===== src/rtl/mips_pkg.sv =====
`default_nettype none
// ============================================================================
// Module   : mips_pkg
// Brief    : Opcodes, control-word typedefs and decode helpers shared by the
//            ID stage and its register file.
// Revision : 1.0 - initial release
// ============================================================================
package mips_pkg;

  localparam logic [5:0] OP_RTYPE = 6'h00;
  localparam logic [5:0] OP_LW    = 6'h23;
  localparam logic [5:0] OP_SW    = 6'h2B;
  localparam logic [5:0] OP_BEQ   = 6'h04;
  localparam logic [5:0] OP_ADDI  = 6'h08;

  typedef struct packed {
    logic regwrite;
    logic memtoreg;
  } wb_ctrl_t;

  typedef struct packed {
    logic branch;
    logic memread;
    logic memwrite;
  } m_ctrl_t;

  typedef struct packed {
    logic       regdst;
    logic [1:0] aluop;
    logic       alusrc;
  } ex_ctrl_t;

  typedef struct packed {
    wb_ctrl_t wb;
    m_ctrl_t  m;
    ex_ctrl_t ex;
  } id_ctrl_t;

  localparam wb_ctrl_t WB_NOP   = '0;
  localparam m_ctrl_t  M_NOP    = '0;
  localparam ex_ctrl_t EX_NOP   = '0;
  localparam id_ctrl_t CTRL_NOP = '{wb: WB_NOP, m: M_NOP, ex: EX_NOP};

  // Main control table; unknown opcodes decode to a NOP.
  function automatic id_ctrl_t decode_ctrl(input logic [5:0] opcode);
    id_ctrl_t c;
    c = CTRL_NOP;
    case (opcode)
      OP_RTYPE: c = '{wb: 2'b10, m: 3'b000, ex: 4'b1100};
      OP_LW:    c = '{wb: 2'b11, m: 3'b010, ex: 4'b0001};
      OP_SW:    c = '{wb: 2'b00, m: 3'b001, ex: 4'b0001};
      OP_BEQ:   c = '{wb: 2'b00, m: 3'b100, ex: 4'b0010};
      OP_ADDI:  c = '{wb: 2'b10, m: 3'b000, ex: 4'b0001};
      default:  c = CTRL_NOP;
    endcase
    return c;
  endfunction

  // Instructions whose rt field is a source operand.
  function automatic logic uses_rt(input logic [5:0] opcode);
    return (opcode == OP_RTYPE) || (opcode == OP_SW) || (opcode == OP_BEQ);
  endfunction

endpackage
`default_nettype wire


===== src/rtl/id_regfile.sv =====
`default_nettype none
// ============================================================================
// Module   : id_regfile
// Brief    : 32 x XLEN register file, two combinational read ports, one
//            write port, r0 hard-wired to zero, optional write-through.
// Revision : 1.0 - initial release
// ============================================================================
module id_regfile
  import mips_pkg::*;
#(
  parameter int XLEN   = 32,
  parameter int BYPASS = 1
) (
  input  logic            clk,
  input  logic            rst_n,
  input  logic            we_i,
  input  logic [4:0]      waddr_i,
  input  logic [XLEN-1:0] wdata_i,
  input  logic [4:0]      raddr_a_i,
  input  logic [4:0]      raddr_b_i,
  output logic [XLEN-1:0] rdata_a_o,
  output logic [XLEN-1:0] rdata_b_o
);

  logic [XLEN-1:0] mem_q [32];

  // Storage: cleared on reset, r0 is never written.
  always_ff @(posedge clk or negedge rst_n) begin
    if (!rst_n) begin
      for (int i = 0; i < 32; i++) mem_q[i] <= '0;
    end else if (we_i && (waddr_i != 5'd0)) begin
      mem_q[waddr_i] <= wdata_i;
    end
  end

  if (BYPASS != 0) begin : g_bypass
    logic w_wr_active;
    assign w_wr_active = we_i && (waddr_i != 5'd0);
    // A read of the register being written this cycle sees the new data.
    assign rdata_a_o = (raddr_a_i == 5'd0) ? '0 :
                       (w_wr_active && (waddr_i == raddr_a_i)) ? wdata_i : mem_q[raddr_a_i];
    assign rdata_b_o = (raddr_b_i == 5'd0) ? '0 :
                       (w_wr_active && (waddr_i == raddr_b_i)) ? wdata_i : mem_q[raddr_b_i];
  end else begin : g_no_bypass
    assign rdata_a_o = (raddr_a_i == 5'd0) ? '0 : mem_q[raddr_a_i];
    assign rdata_b_o = (raddr_b_i == 5'd0) ? '0 : mem_q[raddr_b_i];
  end

endmodule
`default_nettype wire


===== src/rtl/id_stage_hz.sv =====
`default_nettype none
// ============================================================================
// Module   : id_stage_hz
// Brief    : MIPS decode stage: control decode, register-file access, sign
//            extension, load-use hazard detection, flush, ID/EX register.
// Revision : 1.0 - initial release
// ============================================================================
module id_stage_hz
  import mips_pkg::*;
#(
  parameter int XLEN      = 32,
  parameter int BYPASS    = 1,
  parameter int HAZARD_EN = 1
) (
  input  logic            clk,
  input  logic            rst_n,
  input  logic            if_valid,
  input  logic [31:0]     instr,
  input  logic [XLEN-1:0] npc,
  input  logic            wb_regwrite,
  input  logic [4:0]      wb_writereg,
  input  logic [XLEN-1:0] wb_writedata,
  input  logic            flush,
  output logic            stall,
  output logic            ex_valid,
  output logic [1:0]      wb_out,
  output logic [2:0]      m_out,
  output logic [3:0]      ex_out,
  output logic [XLEN-1:0] npc_out,
  output logic [XLEN-1:0] reg_rs_out,
  output logic [XLEN-1:0] reg_rt_out,
  output logic [XLEN-1:0] sign_ext_out,
  output logic [4:0]      rs_out,
  output logic [4:0]      rt_out,
  output logic [4:0]      rd_out
);

  logic [5:0]      w_opcode;
  id_ctrl_t        w_ctrl;
  logic            w_uses_rt;
  logic            w_hazard;
  logic            w_bubble;
  logic [XLEN-1:0] w_rs_data;
  logic [XLEN-1:0] w_rt_data;
  logic [XLEN-1:0] w_sext;

  logic            ex_valid_d, ex_valid_q;
  id_ctrl_t        ctrl_d,     ctrl_q;
  logic [XLEN-1:0] npc_d,      npc_q;
  logic [XLEN-1:0] rs_val_d,   rs_val_q;
  logic [XLEN-1:0] rt_val_d,   rt_val_q;
  logic [XLEN-1:0] sext_d,     sext_q;
  logic [4:0]      rs_d,       rs_q;
  logic [4:0]      rt_d,       rt_q;
  logic [4:0]      rd_d,       rd_q;

  id_regfile #(
    .XLEN   (XLEN),
    .BYPASS (BYPASS)
  ) u_regfile (
    .clk       (clk),
    .rst_n     (rst_n),
    .we_i      (wb_regwrite),
    .waddr_i   (wb_writereg),
    .wdata_i   (wb_writedata),
    .raddr_a_i (instr[25:21]),
    .raddr_b_i (instr[20:16]),
    .rdata_a_o (w_rs_data),
    .rdata_b_o (w_rt_data)
  );

  assign w_opcode  = instr[31:26];
  assign w_uses_rt = uses_rt(w_opcode);
  assign w_sext    = {{(XLEN-16){instr[15]}}, instr[15:0]};

  // Control decode of the instruction sitting in IF/ID.
  always_comb begin
    w_ctrl = decode_ctrl(w_opcode);
  end

  // Load-use hazard: a valid load in ID/EX targets a source of the ID instruction.
  always_comb begin
    w_hazard = ex_valid_q && ctrl_q.m.memread && (rt_q != 5'd0) &&
               ((rt_q == instr[25:21]) || (w_uses_rt && (rt_q == instr[20:16])));
    stall    = (HAZARD_EN != 0) && if_valid && w_hazard;
  end

  // ID/EX next state: flush, stall and an empty IF/ID all insert a bubble;
  // the datapath fields load regardless so their contents stay deterministic.
  always_comb begin
    w_bubble   = flush || stall || !if_valid;
    ex_valid_d = !w_bubble;
    ctrl_d     = w_bubble ? CTRL_NOP : w_ctrl;
    npc_d      = npc;
    rs_val_d   = w_rs_data;
    rt_val_d   = w_rt_data;
    sext_d     = w_sext;
    rs_d       = instr[25:21];
    rt_d       = instr[20:16];
    rd_d       = instr[15:11];
  end

  // ID/EX pipeline register.
  always_ff @(posedge clk or negedge rst_n) begin
    if (!rst_n) begin
      ex_valid_q <= 1'b0;
      ctrl_q     <= CTRL_NOP;
      npc_q      <= '0;
      rs_val_q   <= '0;
      rt_val_q   <= '0;
      sext_q     <= '0;
      rs_q       <= '0;
      rt_q       <= '0;
      rd_q       <= '0;
    end else begin
      ex_valid_q <= ex_valid_d;
      ctrl_q     <= ctrl_d;
      npc_q      <= npc_d;
      rs_val_q   <= rs_val_d;
      rt_val_q   <= rt_val_d;
      sext_q     <= sext_d;
      rs_q       <= rs_d;
      rt_q       <= rt_d;
      rd_q       <= rd_d;
    end
  end

  assign ex_valid     = ex_valid_q;
  assign wb_out       = ctrl_q.wb;
  assign m_out        = ctrl_q.m;
  assign ex_out       = ctrl_q.ex;
  assign npc_out      = npc_q;
  assign reg_rs_out   = rs_val_q;
  assign reg_rt_out   = rt_val_q;
  assign sign_ext_out = sext_q;
  assign rs_out       = rs_q;
  assign rt_out       = rt_q;
  assign rd_out       = rd_q;

endmodule
`default_nettype wire


===== config.mk =====
export PLATFORM = sky130hd
export DESIGN_NAME = id_stage_hz
export DESIGN_NICKNAME = d
export VERILOG_FILES = /design/src/rtl/mips_pkg.sv /design/src/rtl/id_regfile.sv /design/src/rtl/id_stage_hz.sv
export SDC_FILE = /design/constraint.sdc
export NUM_CORES = 2
export LEC_CHECK = 0
export CAP_MARGIN = 30
export CORE_UTILIZATION = 35
export DETAILED_ROUTE_END_ITERATION = 10
export HOLD_SLACK_MARGIN = 0.05
export PLACE_DENSITY_LB_ADDON = 0.25
export SLEW_MARGIN = 10
export SYNTH_ARGS = -nofsm -noshare
export SYNTH_HDL_FRONTEND = slang
export SYNTH_SLANG_ARGS = --single-unit

===== constraint.sdc =====
create_clock -name clk -period 5.1 [get_ports clk]
set_clock_uncertainty 0.2 [all_clocks]
set_input_delay 0.51 -clock clk [delete_from_list [all_inputs] [get_ports clk]]
set_output_delay 0.51 -clock clk [all_outputs]
set_load 0.05 [all_outputs]

## After elaboration in Yosys (flattened, before gate mapping)

Index checks and enable logic that the tools add are counted.

| storage, ports and cells | value |
|---|---|
| word-level logic and storage cells | 99 |
| input port bits | 106 |
| bits in registers | 1161 |

| operators by class | value |
|---|---|
| eq/ne operators | 8 |
| bitwise operators | 3 |
| reduce and logical (&&, ||, !) cells | 21 |
| multiplexer cells | 15 |
| $lt $le $gt $ge | 4 |

Operators by type and width:

| kind | number |
|---|---|
| 1024-bit bitwise mux | 1 |
| 32-bit binary-select mux with 5-bit select | 2 |
| 32-bit two-way mux | 9 |
| 32-bit demux with 5-bit select | 1 |
| 9-bit case mux with 5 select lines | 1 |
| 5-bit equality test | 4 |
| 6-bit >= comparator, second input constant | 3 |
| 5-bit inverter with 6-bit output | 3 |
| 6-bit equality test, second input constant | 2 |
| 5-bit logical NOT | 2 |
| 5-bit nonzero test | 2 |
| 1-bit logical AND | 9 |
| 9-bit two-way mux | 1 |
| 6-bit by 3-bit equality test with 1-bit output, second input constant | 1 |
| 6-bit by 4-bit equality test with 1-bit output, second input constant | 1 |
| 6-bit logical NOT | 1 |
| 6-bit by 1-bit less-than comparator with 1-bit output, second input constant | 1 |
| 1-bit logical OR | 5 |
| 1-bit logical NOT | 2 |

## Logic depth before layout (Yosys ltp)

| logic depth | value |
|---|---|
| depth in word-level cells | 10 |
| depth in mapped cells | 11 |

## Modules after synthesis

From an unflattened synthesis, not the netlist that was laid out.

| unflattened totals | value |
|---|---|
| cell total of the unflattened synthesis | 4026 |
| area total of the unflattened synthesis | 58740.1 µm² |

Modules (own cells, without submodules):

| module | area an instance (µm²) | times used | cells each |
|---|---|---|---|
| id_regfile | 55037.8 | 1 | 3834 |
| id_stage_hz | 3702.3 | 1 | 192 |

## Worst setup path before layout

Ideal clock, no wire load.

| path | value |
|---|---|
| kind | in2out |
| start | in instr[23] |
| end | out stall |
| path buffers | 3 |
| arrival | 1984 ps |
| stages on the path | 8 |
| slack | 2406 ps |
| cells stage by stage | buf_2 -> buf_4 -> buf_6 -> xor2_1 -> nor3_1 -> nand3_1 -> a21oi_1 -> and2_1 |

| on the way | value |
|---|---|
| cells in the longest elaborated chain, start to end | 4 |

RTL lines:

| item | RTL line | text |
|---|---|---|
| start, declared | id_stage_hz.sv:18 | `input logic [31:0] instr,` |
| 5-bit equality test | id_stage_hz.sv:84 | `((rt_q == instr[25:21]) \|\| (w_uses_rt && (rt_q == instr[20:16])));` |
| 1-bit logical OR | id_stage_hz.sv:84 |  |
| 1-bit logical AND | id_stage_hz.sv:83 | `w_hazard = ex_valid_q && ctrl_q.m.memread && (rt_q != 5'd0) &&` |
| 1-bit logical AND | id_stage_hz.sv:85 | `stall = (HAZARD_EN != 0) && if_valid && w_hazard;` |
| end, declared | id_stage_hz.sv:24 | `output logic stall,` |

Every way passes these cells.

## Final worst setup path

| path | value |
|---|---|
| start | in instr[25] |
| end | out stall |

The elaborated chain is that of the path after synthesis.

==> reports/results.txt <==
Placed Area - 0.0646 mm²
worst reg2reg setup slack - 2.35 ns
status - complete, no violations
DR WL/cell - 31.0 µm
HPWL after detailed placement - 118000 µm
1st-pass router iterations - 6
# IOs - 260
NumNets Final - 4388
Required @ worst endpoint - 4.39 ns
global-route wire length before repair - 297000 µm
largest family of logic cells by synthesized area - multiplexers
initial antenna violation count - 9
P per Cell Area - 397 mW/mm²
fmax - 238 MHz
Peak VDD IR - 0.328 mV
Layout area overhead - 17.1%
die width - 415 µm
final hold viol count - 0
Leakage Power - 30.3 nW
CP arrival - 3.49 ns
gpl congestion - 0.785
Post-synth top flop - dfrtp_1
fraction of registers with async set/reset - 1.00
max_slew headroom - 0.271
Die Y - 415 µm
worst hold path class - in -> reg
clock buffer depth - 3
commonest non-fill, non-tap cell in the layout - dfrtp_1
die area - 0.172 mm²
Post-synth EDFFs - 0
Port Buffer Count - 259
CTS Root Cell - clkbuf_16
crit path max fanout - 21
min Tclk post-route - 4.20 ns
fillers - 15.6k
CTS tree - built
clk_lat worst skew - 0.78 ns
Tcrit/Tclk final - 0.823
Num Clock Sinks - 1153
Syn Nets - 4237
XOR/XNOR Fraction of Synth Area - 0.00294
Iter 0 DRT Violations - 3267
synth warn - 0
global routing usage on met1 - 0.341
critical path type - in -> out
Compound-Gate Fraction of Synth Area - 0.0616
crit end category - output pin
largest net degree at the start of global routing - 133
register bit total from synthesis - 1153
DRC errors left - 0
multiplexer share of the synthesized area - 0.384
sequential area share after synthesis - 0.484
commonest cells after routing, fill and taps aside - dfrtp_1 (1153), mux2_2 (1005), mux4_2 (373)
via count - 39.1k
final setup vio count - 0
vias in the first global route - 39.6k
Via density - 5.92
grt total ovfl - 0
Rows - 151
M3 GR Usage - 0.0410
Core ar. - 0.169 mm²
unrepaired setup endpoints after global routing - no
H-tree levels - 4
total CTS buffers - 139
Starting Density - 0.352
DRT Wirelength - 205000 µm
antenna viol nets, final - 0
Post-Synth Simple-Gate Area - 0.0203
Mapped Cells - 4131
met2 Track Usage GR - 0.365
library cells used by synthesis - 74
share of cells above drive strength 1 - 0.419
Startpoint Class - primary input
final-report max-slew violation count - 0
GRT busiest layer - met2
TNS Setup - 0 ns
average cell area after synthesis - 14.4 µm²
area share of fa/ha/maj cells after synthesis - 0
Reg clk slew, reported paths - 0.05 ns
Slew @ Worst Pin - 1.09 ns
mapped cell area - 0.0596 mm²
fin area - 0.0698 mm²
Tot GR Track Use - 0.237
MaxCap Viol Count - 0
## final cells by class
| type | instances | area (µm²) | share of cell area |
|---|---|---|---|
| clock buffers | 195 | 4070 | 0.0583 |
| repair buffers | 487 | 5130 | 0.0735 |
| diodes | 1 | 2.50 | 0.0000359 |
| inverters | 43 | 164 | 0.00235 |
| well taps | 2218 | 2780 | 0.0398 |
| flip-flops and latches | 1153 | 28900 | 0.413 |
| clock inverters | 48 | 542 | 0.00776 |
| multi-input cells | 2458 | 28300 | 0.405 |
## synthesized netlist by cell type, types with 10 or more instances
library cell / instances / area [µm²]
dfrtp_1: 1153 / 28900
mux2_2: 1005 / 11300
mux4_2: 373 / 8400
mux2i_1: 310 / 3100
clkbuf_1: 194 / 728
buf_2: 126 / 631
a22oi_1: 107 / 803
nor2_1: 81 / 304
o21ai_0: 79 / 395
a221oi_1: 57 / 499
buf_1: 54 / 203
buf_4: 52 / 390
a21oi_1: 49 / 245
inv_1: 41 / 154
a221o_1: 40 / 400
nand2_1: 38 / 143
buf_6: 34 / 383
nand3_1: 33 / 165
a211oi_1: 26 / 195
o211ai_1: 24 / 180
o21ai_1: 22 / 110
a31oi_1: 20 / 125
o22ai_1: 19 / 119
and2_1: 17 / 106
a211o_1: 16 / 140
xor2_1: 13 / 114
buf_8: 11 / 165
nor2b_1: 10 / 62.6
## cells by family (layout without fill, tap and decap cells)
logic type | Yosys count | after routing
AOI/OAI and AO/OA | 509 | 509
xor gates and xnor gates | 20 | 20
buffers and inverters | 520 | 773
DFF | 1153 | 1153
muxes | 1693 | 1693
other | 0 | 1
and+or+nand+nor | 236 | 236
## what timing repair did
action                                 CTS  global route
endpoints found under the hold margin  138             0
hold buffers                            54             0
setup buffers                            0             0
gates resized for setup                  0             0
## report_power, final
| part | internal [mW] | switching (mW) | leakage, nW |
|---|---|---|---|
| combinational | 3.04 | 2.55 | 13.3 |
| sequential | 10.8 | 1.19 | 14.7 |
| clock | 6.01 | 4.13 | 2.27 |
## metrics by stage
stage,util,cells,hold slack [ns],setup WS [ns],power [mW]
2_1_floorplan,-,4131,0.0144,2.41,15.8
3_3_place_gp,0.380,6286,0.177,0.985,17.5
3_5_place_dp,0.382,6304,0.183,0.981,17.7
4_1_cts,0.412,6601,0.0601,0.866,28.0
5_1_grt,0.412,6602,0.106,0.798,28.9
6_report,0.412,6603,0.114,0.903,27.7
## per-layer routing
metal	vias to the layer above	wire (µm)
met5	-	22
met2	1348	94000
met4	4	6100
met3	317	12300
li1	16100	-
met1	21300	92300
## worst paths after layout
path | start | endpoint | cells after the start
min in group asynchronous | rst_n | npc_out[9]$_DFF_PN0_ | 2
max reg2reg | u_regfile.mem_q[871]$_DFFE_PN0P_ | reg_rs_out[7]$_DFF_PN0_ | 5
max in group asynchronous | rst_n | reg_rs_out[31]$_DFF_PN0_ | 3
min | instr[23] | rs_out[2]$_DFF_PN0_ | 2
max | instr[25] | stall | 8
min reg2reg | u_regfile.mem_q[1011]$_DFFE_PN0P_ | u_regfile.mem_q[1011]$_DFFE_PN0P_ | 0
## registers in the layout (all words and copies together), names as in the netlist
register	flops
wb_out	1
rs_out	5
npc_out	32
rt_out	5
reg_rs_out	32
rd_out	5
ex_valid	1
u_regfile.mem_q	1024
reg_rt_out	32
ex_out	3
m_out	2
sign_ext_out	11
## worst max-delay path, stage by stage
cell,delay (ns)
dlygate4sd3_1,0.53
buf_4,0.47
xor2_1,0.13
nor3_1,0.33
nand3_1,0.24
a21oi_1,0.28
and2_1,0.16
clkdlybuf4s50_1,0.80
No activity file was read; power rests on OpenSTA's default activity.
